`src/rtl/barcode_entry_controller_pkg.sv`:
```
// Shared types and sizes for the barcode entry controller and its one-hot encoder.
package barcode_entry_controller_pkg;

  localparam int NUM_PRODUCTS = 12;
  localparam int DIGIT_W      = 4;
  localparam int BARCODE_W    = 16;
  localparam int NUM_DIGITS   = 4;
  localparam int COUNT_W      = 3;
  localparam int INDEX_W      = 4;

  typedef enum logic [1:0] {
    ENTRY  = 2'd0,
    REVIEW = 2'd1,
    ISSUE  = 2'd2
  } state_e;

  function automatic logic digit_legal(input logic [2:0] d);
    return (d >= 3'd1) && (d <= 3'd4);
  endfunction

endpackage

```
`src/rtl/barcode_entry_controller_onehot12_encoder.sv`:
```
// Converts the 12-bit product match vector into a product index plus a flag that
// says the vector was exactly one-hot.
module onehot12_encoder
  import barcode_entry_controller_pkg::*;
(
  input  logic [NUM_PRODUCTS-1:0] onehot_i,
  output logic [INDEX_W-1:0]      index_o,
  output logic                    valid_o
);

  always_comb begin
    index_o = '0;
    for (int i = 0; i < NUM_PRODUCTS; i++) begin
      if (onehot_i[i]) index_o = INDEX_W'(i);
    end
  end

  // Non-zero with no second bit set.
  assign valid_o = (onehot_i != '0) &&
                   ((onehot_i & (onehot_i - NUM_PRODUCTS'(1))) == '0);

endmodule

```
`src/rtl/barcode_entry_controller.sv`:
```
// Keypad barcode entry FSM (ENTRY -> REVIEW -> ISSUE) with product lookup and cart handshake.
// Optional inactivity clear is built only when BARCODE_TIMEOUT_EN is defined.
module barcode_entry_controller
  import barcode_entry_controller_pkg::*;
#(
  parameter logic [31:0] TIMEOUT_CYCLES = 32'd250_000_000
) (
  input  logic                    clk,
  input  logic                    rst_n,
  input  logic [2:0]              Digit_in,
  input  logic                    Digit_valid,
  input  logic                    Backspace,
  input  logic                    Clear,
  input  logic                    Confirm,
  input  logic [NUM_PRODUCTS-1:0] Match_in,
  input  logic                    Item_ready,
  output logic [BARCODE_W-1:0]    Barcode_out,
  output logic [COUNT_W-1:0]      NumOfBarcodeDigitsEntered,
  output logic                    BarcodeCompleted,
  output logic                    Item_valid,
  output logic [INDEX_W-1:0]      Item_index,
  output logic                    Error
);

  state_e               state_q, state_d;
  logic [BARCODE_W-1:0] barcode_q, barcode_d;
  logic [COUNT_W-1:0]   count_q, count_d;
  logic [INDEX_W-1:0]   index_q, index_d;
  logic                 error_q, error_d;
  logic                 completed_q;
  logic                 valid_q;
  logic                 accept;
  logic [4:0]           wr_lsb, clr_lsb;
  logic [INDEX_W-1:0]   enc_index;
  logic                 enc_valid;

  onehot12_encoder u_encoder (
    .onehot_i (Match_in),
    .index_o  (enc_index),
    .valid_o  (enc_valid)
  );

`ifdef BARCODE_TIMEOUT_EN
  logic [31:0] tmo_cnt_q, tmo_cnt_d;
  logic        tmo_hit;

  assign tmo_hit = (state_q != ISSUE) && (count_q != '0) &&
                   (tmo_cnt_q == (TIMEOUT_CYCLES - 32'd1));

  always_comb begin
    tmo_cnt_d = tmo_cnt_q;
    if (accept || tmo_hit) begin
      tmo_cnt_d = '0;
    end else if ((state_q != ISSUE) && (count_q != '0)) begin
      tmo_cnt_d = tmo_cnt_q + 32'd1;
    end
  end

  always_ff @(posedge clk or negedge rst_n) begin
    if (!rst_n) tmo_cnt_q <= '0;
    else        tmo_cnt_q <= tmo_cnt_d;
  end
`else
  logic unused_timeout;
  assign unused_timeout = ^{TIMEOUT_CYCLES, accept};
`endif

  // Digit k (0-based) lives in nibble 3-k, so the next write and the last
  // written nibble both follow directly from the current count.
  assign wr_lsb  = 5'd12 - {count_q, 2'b00};
  assign clr_lsb = 5'd16 - {count_q, 2'b00};

  always_comb begin
    state_d   = state_q;
    barcode_d = barcode_q;
    count_d   = count_q;
    index_d   = index_q;
    error_d   = 1'b0;
    accept    = 1'b0;

    if (state_q == ISSUE) begin
      if (Item_ready) begin
        state_d   = ENTRY;
        barcode_d = '0;
        count_d   = '0;
      end
    end else begin
      if (Clear) begin
        accept    = 1'b1;
        state_d   = ENTRY;
        barcode_d = '0;
        count_d   = '0;
      end else if (Backspace) begin
        if (count_q != '0) begin
          accept    = 1'b1;
          barcode_d = barcode_q & ~(16'hF << clr_lsb);
          count_d   = count_q - 3'd1;
          state_d   = ENTRY;
        end
      end else if (Digit_valid) begin
        if ((state_q == ENTRY) && digit_legal(Digit_in)) begin
          accept    = 1'b1;
          barcode_d = barcode_q | ({13'd0, Digit_in} << wr_lsb);
          count_d   = count_q + 3'd1;
          if (count_q == 3'd3) state_d = REVIEW;
        end
      end else if (Confirm) begin
        if (state_q == REVIEW) begin
          accept = 1'b1;
          if (enc_valid) begin
            state_d = ISSUE;
            index_d = enc_index;
          end else begin
            error_d   = 1'b1;
            state_d   = ENTRY;
            barcode_d = '0;
            count_d   = '0;
          end
        end
      end

`ifdef BARCODE_TIMEOUT_EN
      if (!accept && tmo_hit) begin
        state_d   = ENTRY;
        barcode_d = '0;
        count_d   = '0;
      end
`endif
    end
  end

  always_ff @(posedge clk or negedge rst_n) begin
    if (!rst_n) begin
      state_q     <= ENTRY;
      barcode_q   <= '0;
      count_q     <= '0;
      index_q     <= '0;
      error_q     <= 1'b0;
      completed_q <= 1'b0;
      valid_q     <= 1'b0;
    end else begin
      state_q     <= state_d;
      barcode_q   <= barcode_d;
      count_q     <= count_d;
      index_q     <= index_d;
      error_q     <= error_d;
      completed_q <= (state_d == REVIEW);
      valid_q     <= (state_d == ISSUE);
    end
  end

  assign Barcode_out               = barcode_q;
  assign NumOfBarcodeDigitsEntered = count_q;
  assign BarcodeCompleted          = completed_q;
  assign Item_valid                = valid_q;
  assign Item_index                = index_q;
  assign Error                     = error_q;

endmodule

```
`config.mk`:
```
export PLATFORM = sky130hd
export DESIGN_NAME = barcode_entry_controller
export DESIGN_NICKNAME = d
export VERILOG_FILES = /design/src/rtl/barcode_entry_controller_pkg.sv /design/src/rtl/barcode_entry_controller_onehot12_encoder.sv /design/src/rtl/barcode_entry_controller.sv
export SDC_FILE = /design/constraint.sdc
export NUM_CORES = 1
export LEC_CHECK = 0
export BUFFER_PORTS_ARGS = -buffer_cell sky130_fd_sc_hd__buf_2
export CORE_MARGIN = 2
export CORE_UTILIZATION = 50
export CTS_BUF_LIST = sky130_fd_sc_hd__clkbuf_2
export DETAILED_ROUTE_END_ITERATION = 6
export PLACE_DENSITY_LB_ADDON = 0.05
export RECOVER_POWER = 100
export SYNTH_ARGS = -nofsm -noshare
export SYNTH_HDL_FRONTEND = slang
export SYNTH_SLANG_ARGS = --single-unit
export TNS_END_PERCENT = 5
```
`constraint.sdc`:
```
create_clock -name clk -period 2.7 [get_ports clk]
set_input_delay 0.54 -clock clk [delete_from_list [all_inputs] [get_ports clk]]
set_output_delay 0.54 -clock clk [all_outputs]
set_load 0.005 [all_outputs]
```
==> results of run 1 <==
-- flip-flops by register name, summed over array words and instances, names as in the netlist --
| register | count |
|---|---|
| NumOfBarcodeDigitsEntered | 3 |
| Error | 1 |
| Barcode_out | 16 |
| Item_index | 4 |
| state_q | 2 |
| Item_valid | 1 |
| BarcodeCompleted | 1 |
-- layer usage --
metal | up-vias | GRT usage, % | wire length [µm]
met5 | - | 0 | 0
met4 | 0 | 8.70 | 29
met3 | 4 | 3.62 | 221
met2 | 50 | 37.7 | 1870
met1 | 717 | 32.3 | 1810
li1 | 724 | - | -
-- final cells by class --
cell class,count,area (µm²)
multi-input cells,120,827
flip-flops and latches,28,701
well taps,44,55.1
repair buffers,54,258
fillers,291,1130
clock inverters,1,30.0
inverters,9,33.8
clock buffers,3,15.0
-- worst paths after layout --
check | start | endpoint | slack (ps) | cells past startpoint
worst max-delay path | NumOfBarcodeDigitsEntered[1] | Barcode_out[6] | 210 | 9
min in group clk | Digit_in[0] | Barcode_out[0] | 500 | 2
worst max register to register | NumOfBarcodeDigitsEntered[1] | Barcode_out[6] | 210 | 9
worst min-delay path | rst_n | BarcodeCompleted | 470 | 1
worst min register to register | Barcode_out[11] | Barcode_out[11] | 520 | 1
max in group asynchronous | rst_n | Barcode_out[12] | 1390 | 1
-- power groups by stage --
stage               clock (mW)  sequential (mW)  combinational [mW]
floorplan                    0            0.466               0.140
global placement             0            0.463               0.236
detailed placement           0            0.465               0.245
CTS                      0.258            0.458               0.247
global route             0.279            0.461               0.270
finish                   0.250            0.458               0.240
-- cell usage after synthesis (2+ instances only) --
cell and number:
a21o_1 3, nor4_1 5, dfrtp_1 28, a21oi_1 3, nand2b_1 4, buf_6 2
nor3b_1 3, nand2_1 6, ha_1 8, o22ai_1 2, inv_1 9, nand3_1 6
nor2b_1 4, mux2_2 2, or4_1 2, a32o_1 9, nor3_1 6, a31oi_1 6
o31ai_1 2, o21ai_0 7, o211ai_1 2, and2_1 4, nor2_1 15, nand3b_1 2
a31o_2 2
-- metrics by stage --
stage | power [mW] | cells | util (%) | cell area, µm²
after global routing | 1.01 | 259 | 62.9 | 1920
after detailed placement | 0.710 | 255 | 62.8 | 1920
after CTS | 0.963 | 259 | 64.3 | 1960
after floorplan | 0.606 | 159 | - | 1600
after global placement | 0.699 | 255 | 62.8 | 1920
final | 0.948 | 259 | 62.9 | 1920
-- placed cells by master (no fill, tap or decap), types with 2 or more instances in the layout --
cell / n
nand2b_1: 4
a21oi_1: 3
buf_2: 29
clkbuf_2: 3
ha_1: 8
dfrtp_1: 28
or4_1: 2
o21ai_0: 7
a32o_1: 9
nor4_1: 5
nor2b_1: 4
buf_4: 5
clkbuf_1: 19
o211ai_1: 2
a21o_1: 3
nand2_1: 6
and2_0: 2
a31o_2: 2
o22ai_1: 2
mux2_2: 2
nor3_1: 7
nand3b_1: 2
and2_1: 2
o31ai_1: 2
nor2_1: 15
inv_1: 9
a31oi_1: 6
nor3b_1: 3
nand3_1: 6
-- worst register-to-register path: stages (launching register included) --
cell and delay (ps):
dfrtp_1 560, inv_1 160, ha_1 210, ha_1 200
nand3b_1 100, mux2i_1 90, a221oi_1 290, o31a_1 310
nand3_1 220, a32o_1 280
-- cells by family after synthesis --
logic type,Yosys count,synth area share [%]
and+or+nand+nor,64,22.3
AOI/OAI and AO/OA,44,21.3
DFF,28,43.9
buffers and inverters,11,3.53
adders and majority gates,9,6.90
muxes,3,2.04
==> summary.md, run 1 <==
| Metric | Value |
|---|---|
| Final min period | about 2500 ps |
| # clock sinks | 28 |
| Crit path buf inv count | 1 |
| N_diodes | 0 |
| Required time of the critical path | slightly below 3000 ps |
| CP Class | register to register |
| Mapped Nets | 189 |
| Final Max Slew Viols | 0 |
| Status | complete, no violations |
| Row cnt | 20 |
| Final worst slack | about 210 ps |
| Crit path launch type | register |
| Final worst-path cycle share | 92.1% |
| Largest stage delay, worst path | around 560 ps |
| DR vias | 1,495 |
| Asr flop ratio synth | 100% |
| Synth top area cells | dfrtp_1, ha_1, a32o_1 |
| Min-delay worst type | input port to async pin |
| Initial Util | 52.3% |
| Total GRT Usage | 23.4% |
| Static Leak | 0.908 nW |
| Skew-Pair Late Insertion Delay | ~350 ps |
| Die Wd | between 60 and 70 µm |
| Final hold slack | 471 ps |
| Initial antenna violation count | 0 |
| Clk root buf | clkbuf_2 |
| Peak VDD IR | between 0.0002 and 0.0003 V |
| Top-Level Pins | 48 |
| Area growth, synth to finish | 20.2% |
| Largest net degree at the start of global routing | 29 |
| Post-CTS Resized | 0 |
| Synth area leader | dfrtp_1 |
| CP delay by family, top | compound AO/OA/AOI/OAI gates |
| Avg Vias per Cell | 5.77 |
| Drt initial violations | roughly 80 |
| Pwr Density | 494 mW/mm² |
| Grt total ovfl | 0 |
| Clock network power share | 26.4% |
| Die area | 0.00366 mm² |
| CP cell instances | inv_1 -> ha_1 -> ha_1 -> nand3b_1 -> mux2i_1 -> a221oi_1 -> o31a_1 -> nand3_1 -> a32o_1 |
| Yosys reg bits | 28 |
| Crit path DAT | around 2800 ps |
| Number of global-route vias before repair | 1,409 |
| Final wirelength | 3940 µm |
| Sequential share of power | 48.3% |
| CTS tree | yes |
| Pre-CTS setup slack | about 35 ps |
| Antenna-violating nets left | 0 |
| Worst slew margin relative to its limit | 1.97% |
| Nets | 246 |
| Switching part of the total | 30.6% |
| Comb pwr share | 25.3% |
| Total CTS buffers | 3 |
| Yosys top cell area share | 43.9% |
| Detailed Routing Iterations Pass 1 | 6 |
| CTS Hold Bufs | 0 |
| Post-Syn Area | 0.00160 mm² |
| Worst Tran Pin Value | between 1000 and 1500 ps |
| Share of post-route cells with drive strength above 1 | 20.5% |
| Final Hold Fails | 0 |
| Post-synth EDFFs | 0 |
| Global placer's final weighted congestion | 0.880 |
| Switching pwr | between 0.2 and 0.3 mW |
| Critical Path End Type | register |
| Int Pwr | ~0.66 mW |
| Max H-tree Level | 1 |
| Final setup violation count | 0 |
| Avg Inst Size Synth | between 10 and 15 µm² |
| DRC Markers | 0 |
| Setup TNS | 0 ps |
| RSZ-0062 raised after global routing | false |
| Synth Instances | 159 |
| Clock buffer depth | 2 |
| Max-cap viol count | 0 |
| WL/cell | 15.2 µm |
| Dpl hpwl | 3050 µm |
| YS warnings | 0 |
| Port buffer count | 47 |
| Post-CTS setup buffers | 0 |
| Clk slew on worst S/H paths | about 260 ps |
| Crit-path slowest cell | dfrtp_1 |
| First-pass GRT wire length | 6400 µm |
| Die Y | 60.5 µm |
| Worst-path fanout max | 8 |
| Yosys cell types | 42 |
| Max Clk Rate | 402 MHz |
| Clock skew | ~8.3 ps |
| Top FF cell, synth | dfrtp_1 |
| Crit path top cell by count | ha_1 |
| Sequential element share of the synthesized area | 43.9% |
| Core area | 0.00305 mm² |
(Power assumes the default switching activity.)
==> run 2, diff against run 1 <==
--- a/config.mk
+++ b/config.mk
@@ -12,6 +12,9 @@
 export DETAILED_ROUTE_END_ITERATION = 6
 export PLACE_DENSITY_LB_ADDON = 0.05
 export RECOVER_POWER = 100
+export REMOVE_ABC_BUFFERS = 1
+export SKIP_LAST_GASP = 1
+export SLEW_MARGIN = 40
 export SYNTH_ARGS = -nofsm -noshare
 export SYNTH_HDL_FRONTEND = slang
 export SYNTH_SLANG_ARGS = --single-unit
==> summary.md, run 2 (same netlist as run 1, synthesis figures left out) <==
| Metric | Value |
|---|---|
| Setup TNS | 0 ps (unchanged) |
| Crit path top cell by count | ha_1 (unchanged) |
| Status | finished with violations (was complete, no violations) |
| Largest net degree at the start of global routing | 29 (unchanged) |
| Die area | 0.00366 mm² (unchanged) |
| CP cell instances | inv_1 -> ha_1 -> ha_1 -> nand3b_1 -> mux2i_1 -> a221oi_1 -> o31a_1 -> buf_4 -> and3_1 -> nor2_1 (was inv_1 -> ha_1 -> ha_1 -> nand3b_1 -> mux2i_1 -> a221oi_1 -> o31a_1 -> nand3_1 -> a32o_1) |
| Final Hold Fails | 0 (unchanged) |
| RR Endpoint | Barcode_out[2] (was Barcode_out[6]) |
| Number of global-route vias before repair | 1,415 (was 1,409) |
| Min-delay worst type | input port to async pin (unchanged) |
| Detailed Routing Iterations Pass 1 | 4 (was 6) |
| WL/cell | 15.3 µm (was 15.2 µm) |
| Crit path DAT | 2760 ps (was 2770 ps) |
| DR vias | 1,498 (was 1,495) |
| Commonest cells after routing, fill and taps aside | buf_2, dfrtp_1, nor2_1 (was buf_2, dfrtp_1, clkbuf_1) |
| Worst slew margin relative to its limit | 0.778% (was 1.97%) |
| Port buffer count | 47 (unchanged) |
| Peak VDD IR | 0.000307 V (was 0.000283 V) |
| Reg2Reg Setup Slack | 230 ps (was 210 ps) |
| Total CTS buffers | 3 (unchanged) |
| Max Clk Rate | 405 MHz (was 402 MHz) |
| Worst Tran Pin Value | 1490 ps (was 1470 ps) |
| Drt initial violations | 97 (was 82) |
| Final hold slack | 470 ps (was 471 ps) |
| Max H-tree Level | 1 (unchanged) |
| Largest stage delay, worst path | 540 ps (was 560 ps) |
| Initial antenna violation count | 0 (unchanged) |
| Post-DP Area | 0.00191 mm² (was 0.00192 mm²) |
| Crit path launch type | register (unchanged) |
| Row cnt | 20 (unchanged) |
| Final setup violation count | 0 (unchanged) |
| CP Class | register to register (unchanged) |
| Area growth, synth to finish | 19.3% (was 20.2%) |
| Clk slew on worst S/H paths | 250 ps (was 260 ps) |
| Die Wd | 60.5 µm (unchanged) |
| Max-cap viol count | 1 (was 0) |
| Dpl hpwl | 3090 µm (was 3050 µm) |
| Total GRT Usage | 23.7% (was 23.4%) |
| Cells on worst reg2reg path | 10 (was 9) |
| Die Y | 60.5 µm (unchanged) |
| Clk root buf | clkbuf_2 (unchanged) |
| Clock skew | 13.1 ps (was 8.29 ps) |
| Grt total ovfl | 0 (unchanged) |
| Final worst-path cycle share | 91.5% (was 92.1%) |
| Final min period | 2470 ps (was 2490 ps) |
| Final wirelength | 3960 µm (was 3940 µm) |
| DRC Markers | 0 (unchanged) |
| Global placer's final weighted congestion | 0.901 (was 0.880) |
| First-pass GRT wire length | 6510 µm (was 6400 µm) |
| Required time of the critical path | 2990 ps (was 2980 ps) |
| Commonest non-fill, non-tap cell in the layout | buf_2 (unchanged) |
| CTS tree | yes (unchanged) |
| Final Instance Area | 0.00190 mm² (was 0.00192 mm²) |
| Static Leak | 0.914 nW (was 0.908 nW) |
| N_diodes | 0 (unchanged) |
| Clock buffer depth | 2 (unchanged) |
| Number of flip-flops in the largest register | 16 (unchanged) |
| Violated checks | max-capacitance violations |
| Final Max Slew Viols | 0 (unchanged) |
| Origin of the critical flop-to-flop path | NumOfBarcodeDigitsEntered[1] (unchanged) |
| Crit-path slowest cell | dfrtp_1 (unchanged) |
| Worst-path fanout max | 10 (was 8) |
| Initial Util | 52.3% (unchanged) |
| Share of post-route cells with drive strength above 1 | 23.4% (was 20.5%) |
| RSZ-0062 raised after global routing | false (unchanged) |
| Pwr Density | 447 mW/mm² (was 494 mW/mm²) |
| Nets | 245 (was 246) |
| Skew-Pair Late Insertion Delay | 370 ps (was 350 ps) |
| Top-Level Pins | 48 (unchanged) |
| Critical Path End Type | register (unchanged) |
| Antenna-violating nets left | 0 (unchanged) |
| # clock sinks | 28 (unchanged) |
| Post-CTS setup buffers | 0 (unchanged) |
| Core area | 0.00305 mm² (unchanged) |
| Avg Vias per Cell | 5.81 (was 5.77) |
[run 2: cell type report]
type,instances,area [µm²]
timing repair buffer,53,260
sequential,28,702
clock inverter,1,3.75
multi-input combinational,120,835
fill,286,1150
tap,44,55.1
clock buffer,3,15.0
inverter,9,33.8
[run 2: per-layer routing]
metal	GRT usage (%)	routed length [µm]	up-vias
met5	0	0	-
met1	32.8	1800	730
li1	-	-	715
met3	1.92	209	4
met4	6.52	34	0
met2	40.4	1920	49
[run 2: metrics by stage]
stage          utilization, %  instances  setup WS (ps)  power, mW
5_1_grt                  62.4        258           8.50      0.903
6_report                 62.4        258            228      0.852
3_3_place_gp             62.5        254            148      0.695
2_1_floorplan               -        157            144      0.596
3_5_place_dp             62.5        254           6.25      0.706
4_1_cts                  63.2        258            196      0.857
[run 2: report_power, final]
| part | total, mW | internal (mW) | switching [mW] |
|---|---|---|---|
| logic | 0.236 | 0.0947 | 0.142 |
| clock network | 0.153 | 0.0322 | 0.121 |
| registers | 0.463 | 0.438 | 0.0253 |
| total | 0.852 | 0.564 | 0.288 |
[run 2: worst max-delay path by stage]
| stage | start | to | slack (ps) | cells past startpoint |
|---|---|---|---|---|
| after global routing | NumOfBarcodeDigitsEntered[1] | Barcode_out[10] | 9 | 9 |
| after floorplan | Digit_in[1] | Barcode_out[10] | 140 | 6 |
| after CTS | NumOfBarcodeDigitsEntered[0] | Barcode_out[2] | 200 | 10 |
| after detailed placement | Match_in[5] | Barcode_out[2] | 6 | 8 |
| final | NumOfBarcodeDigitsEntered[1] | Barcode_out[2] | 230 | 10 |
| after global placement | Match_in[2] | Barcode_out[3] | 150 | 8 |
[run 2: timing repair]
action                     4_1_cts  5_1_grt
hold buffers                     0        0
setup endpoints to repair        0        3
resized for setup                0        1
[run 2: worst max-delay path, delay by kind of cell (launching register included)]
family          cells  cell delay, ps
simple gates        3             370
buf+inv             2             360
flops               1             540
compound gates      2             600
mux                 1             100
fa+ha+maj           2             410
